## config.mk

```make
export PLATFORM = sky130hd
export DESIGN_NAME = ysyx_24100006_fencei_ctrl
export DESIGN_NICKNAME = d
export VERILOG_FILES = /design/src/rtl/ysyx_24100006_fencei_ctrl.sv
export SDC_FILE = /design/constraint.sdc
export NUM_CORES = 1
export LEC_CHECK = 0
export ABC_AREA = 1
export ABC_CLOCK_PERIOD_IN_PS = 2800
export BUFFER_PORTS_ARGS = -buffer_cell sky130_fd_sc_hd__buf_2
export CAP_MARGIN = 10
export CORE_MARGIN = 2
export CORE_UTILIZATION = 59
export DETAILED_ROUTE_END_ITERATION = 10
export PLACE_DENSITY = 0.84
export SLEW_MARGIN = 5
export SYNTH_ARGS = -nofsm -noshare
export SYNTH_HDL_FRONTEND = slang
export SYNTH_SLANG_ARGS = --single-unit
```

## constraint.sdc

```tcl
create_clock -name clk -period 2.8 [get_ports clk]
set_clock_uncertainty 0.15 [all_clocks]
set_input_delay 0.14 -clock clk [delete_from_list [all_inputs] [get_ports clk]]
set_output_delay 0.14 -clock clk [all_outputs]
set_load 0.05 [all_outputs]
```

## src/rtl/ysyx_24100006_fencei_ctrl.sv

```systemverilog
// ysyx_24100006_fencei_ctrl: fence.i sequencer that drains the LSU, walks every icache line with invalidates, then releases EXE
module ysyx_24100006_fencei_ctrl #(
  parameter int NUM_LINES = 16,
  parameter int IDX_W     = 4,
  parameter int CNT_W     = 32
) (
  input  logic             clk,
  input  logic             reset,
  input  logic             is_fence_i,
  input  logic             exe_out_valid,
  input  logic             exe_in_ready,
  input  logic             kill,
  input  logic             mem_idle,
  output logic             inv_valid,
  output logic [IDX_W-1:0] inv_idx,
  input  logic             inv_ready,
  output logic             icache_flush_done,
  output logic             flush_busy,
  output logic [CNT_W-1:0] fence_cnt
);
  typedef enum logic [1:0] {IDLE, DRAIN, INV, DONE} state_e;
  state_e           state_q;
  logic [IDX_W-1:0] idx_q;
  logic             fence_req, fire, last;
  assign fence_req = is_fence_i & exe_out_valid & ~kill;
  assign fire      = exe_out_valid & exe_in_ready;
  assign last      = idx_q == IDX_W'(NUM_LINES - 1);
  assign inv_idx   = idx_q;
  // sequencer: outputs are registered alongside the state so they change only on transitions
  always_ff @(posedge clk or posedge reset) begin
    if (reset) begin
      state_q           <= IDLE;
      idx_q             <= '0;
      inv_valid         <= 1'b0;
      icache_flush_done <= 1'b0;
      flush_busy        <= 1'b0;
      fence_cnt         <= '0;
    end else begin
      case (state_q)
        IDLE: if (fence_req) begin
          state_q    <= DRAIN;
          flush_busy <= 1'b1;
        end
        DRAIN: if (kill) begin
          state_q    <= IDLE;
          flush_busy <= 1'b0;
        end else if (mem_idle) begin
          state_q   <= INV;
          inv_valid <= 1'b1;
          idx_q     <= '0;
        end
        INV: if (kill) begin
          state_q    <= IDLE;
          inv_valid  <= 1'b0;
          flush_busy <= 1'b0;
          idx_q      <= '0;
        end else if (inv_ready) begin
          if (last) begin
            state_q           <= DONE;
            inv_valid         <= 1'b0;
            icache_flush_done <= 1'b1;
            idx_q             <= '0;
            fence_cnt         <= fence_cnt + CNT_W'(1);
          end else begin
            idx_q <= idx_q + IDX_W'(1);
          end
        end
        DONE: if (fire | kill) begin
          state_q           <= IDLE;
          icache_flush_done <= 1'b0;
          flush_busy        <= 1'b0;
        end
        default: state_q <= IDLE;
      endcase
    end
  end
endmodule

```

==> impl_summary.log <==
INFO  metric clock_root_buffer = sky130_fd_sc_hd__clkbuf_8
INFO  metric final.setup.tns = 0 ps
INFO  metric required = 2840 ps
INFO  metric cp.arrival = 2120 ps
INFO  metric gp_congestion = 0.898
INFO  metric critical_path_class = flop to flop
INFO  metric design_power_total = 1.68 mW
INFO  metric hp-class = primary input to flop
INFO  metric floorplan.initialDensity = 61.3%
INFO  metric synth_nets = 343
INFO  metric syn-mean-instance-area = 7.48 um^2
INFO  metric sequential_group_share_of_total_power = 40.4%
INFO  metric globalRoute.totalOverflow = 0
INFO  metric report.final.slew_viol_count = 0
INFO  metric post_route_cells_drive_above_1_share = 18.9%
INFO  metric floorplan.die_area = 0.00469 mm^2
INFO  metric ant_nets = 0
INFO  metric synth_area = 0.00245 mm^2
INFO  metric synth.ff_latch_count = 41
INFO  metric clock_latency = 290 ps
INFO  metric ctsLongestPathBuffers = 2
INFO  metric finalNetCount = 395
INFO  metric area_growth = 16.2%
INFO  metric synthesis.instances = 328
INFO  metric cts-buffers-inserted = 5
INFO  metric cts_htree_levels = 2
INFO  metric ios = 47
INFO  metric path_max_fanout = 11
INFO  metric actual_slew_at_the_worst_max_slew_pin = 515 ps
INFO  metric p_leak = 1.54 nW
INFO  metric result_of_the_run = complete, no violations
INFO  metric final_hold_viol_count = 0
INFO  metric fmax = 479 MHz
INFO  metric core-area = 0.00400 mm^2
INFO  metric clkSlewWorstSetupHoldPaths = 80 ps
INFO  metric dr.max_layer_used = met4
INFO  metric start_kind = flop
INFO  metric portion_of_total_power_attributed_to_the_clock_network = 29.6%
INFO  metric ys_dominant_reg_cell = sky130_fd_sc_hd__dfrtp_1
INFO  metric synth-edff-count = 0
INFO  metric initial_antenna_violation_count = 0
INFO  metric crit_path_cell_trace = inv_1, ha_1, inv_2, nor2_4, inv_2, nor2_2, nand2_1, o21ai_0, nand2_1
INFO  metric place_hpwl = 3.83 mm
INFO  metric power.net_switching = 0.601 mW
INFO  metric first_global_vias = 2054
INFO  metric grt_pass1_wl = 8.60 mm
INFO  metric met3_length = 261 um
INFO  metric drcViolationCount = 0
INFO  metric insertedDiodeCount = 0
INFO  metric timing.max_cap.violations = 0
INFO  metric cts_tree = yes
INFO  metric layout.cells.most_common = sky130_fd_sc_hd__nand2_1
INFO  metric cpLargestDelayFamily = simple AND/OR/NAND/NOR gates
INFO  metric maxSlewHeadroom = 65.7%
INFO  metric share_comb_of_total_power = 30.0%
INFO  metric slowest_stage_cell_cp = sky130_fd_sc_hd__dfrtp_1
INFO  metric sw_frac_of_total = 35.7%
INFO  metric port_buffers = 46
INFO  metric avgRoutedWirePerCell = 11.8 um
INFO  metric min_period = 2090 ps
INFO  metric mostFrequentLayoutCells = sky130_fd_sc_hd__nand2_1, sky130_fd_sc_hd__buf_2, sky130_fd_sc_hd__dfrtp_1
INFO  metric period_utilization_post_route = 74.5%
INFO  metric wl = 5.08 mm
INFO  metric routed_via_density = 5.17
INFO  metric critical-path-max-stage-delay = 430 ps
INFO  metric drt-met1-wl = 2.24 mm
INFO  metric gr-usage-all-layers = 24.5%
INFO  metric cts.sink_count = 41
INFO  metric maximum_number_of_pins_on_one_net_before_global_route_repair = 42
INFO  metric cp_num_buf_inv = 3
INFO  metric internal_power = 1.08 mW
INFO  metric synth_cell_type_count = 23
INFO  metric number_of_iterations_in_the_first_detailed_routing_pass = 4
INFO  metric row_count = 23
INFO  metric synth.yosys.warnings = 0
INFO  metric die_y = 68.5 um
INFO  metric ys_seq_area_share = 41.8%
INFO  metric crit_path_end_kind = flop
INFO  metric synth_async_sr_flop_share = 100%
INFO  metric worst_ir_drop_vdd = 0.000558 V
INFO  metric power.density_cell_area = 591 mW/mm^2
INFO  metric final-setup-viol-count = 0
INFO  metric detailedRoute.firstIterationViolations = 149
INFO  metric vias = 2230
INFO  metric grt_setup_unrepaired = false
INFO  metric floorplan.die.width = 68.5 um
INFO  metric met2WireLength = 2.50 mm
==> state kept, by name, summed over array words and instances, names as in the netlist <==
register and flops:
flush_busy 1, inv_idx 4, state_q 2, icache_flush_done 1, fence_cnt 32, inv_valid 1
==> final cells by class <==
type / count / area (um^2)
clock buffers: 7 / 86.3
clock inverters: 1 / 30.0
fillers: 344 / 1150
inverters: 32 / 120
multi-input cells: 252 / 1280
flip-flops and latches: 41 / 1030
well taps: 50 / 62.6
repair buffers: 48 / 248
==> power groups by stage <==
stage                     Sequential, mW  Clock [mW]  Combinational, mW
final                              0.681       0.498              0.505
after floorplan                    0.787           0              0.298
after detailed placement           0.690           0              0.505
after global placement             0.689           0              0.494
after global routing               0.685       0.531              0.570
after CTS                          0.679       0.507              0.509
==> metrics by stage <==
stage                     util, %  cells  hold slack [ps]  cell area, um^2  setup slack [ps]
after global routing         71.3    431             89.8             2850               455
after global placement       68.1    422              142             2720               799
after CTS                    71.3    431             53.0             2850               695
after floorplan                 -    328              165             2450               779
final                        71.3    431             68.7             2850               714
after detailed placement     68.1    422              150             2720               705
==> metal layers <==
layer	vias up	track usage, %
met5	-	0
met4	0	9.75
met3	10	6.25
met2	55	40.9
met1	1035	30.0
li1	1130	-
==> path summary, 6_finish.rpt <==
path                                    start  depth (start not counted)  slack (ps)            end
worst max-delay path               state_q[0]                          9         710   fence_cnt[5]
worst min-delay path                     kill                          4          70     state_q[1]
worst max register to register     state_q[0]                          9         710   fence_cnt[5]
worst min register to register  fence_cnt[31]                          2         340  fence_cnt[31]
max in group asynchronous               reset                          4        1780  fence_cnt[21]
min in group asynchronous               reset                          4         360   fence_cnt[1]
==> Yosys cell counts (2+ instances only) <==
cell type | number | area (um^2)
sky130_fd_sc_hd__a21oi_1 | 3 | 15.0
sky130_fd_sc_hd__and3_1 | 2 | 12.5
sky130_fd_sc_hd__buf_6 | 2 | 22.5
sky130_fd_sc_hd__dfrtp_1 | 41 | 1030
sky130_fd_sc_hd__ha_1 | 7 | 87.6
sky130_fd_sc_hd__inv_1 | 29 | 109
sky130_fd_sc_hd__inv_2 | 3 | 11.3
sky130_fd_sc_hd__nand2_1 | 129 | 484
sky130_fd_sc_hd__nand3_1 | 16 | 80.1
sky130_fd_sc_hd__nand3_2 | 2 | 20.0
sky130_fd_sc_hd__nand3b_1 | 19 | 143
sky130_fd_sc_hd__nand4_1 | 6 | 37.5
sky130_fd_sc_hd__nor2_1 | 38 | 143
sky130_fd_sc_hd__nor2_2 | 6 | 37.5
sky130_fd_sc_hd__nor2_4 | 4 | 45.0
sky130_fd_sc_hd__o21ai_0 | 6 | 30.0
sky130_fd_sc_hd__xnor2_1 | 5 | 43.8
sky130_fd_sc_hd__xor2_1 | 5 | 43.8
==> cells by family (layout without fill, tap and decap cells) <==
family                     count (synthesis)  in the layout  synth area share (%)
DFF                                       41             41                  41.8
and+or+nand+nor                          224            224                  42.1
buffers and inverters                     35             88                  6.12
adders and majority gates                  7              7                  3.57
xor gates and xnor gates                  11             11                  4.23
AOI/OAI and AO/OA                         10             10                  2.14
==> tightest hold or removal path, cell delays in order <==
cell and delay, ps:
sky130_fd_sc_hd__buf_2 150, sky130_fd_sc_hd__nor2_1 60, sky130_fd_sc_hd__nand3_1 80, sky130_fd_sc_hd__nand2_1 50
==> timing repair <==
item                      CTS  global route
buffers inserted            0             0
resized for setup           0             0
hold endpoints to repair   41             0
hold buffers                1             0
Power figures use the tool's default switching activity.
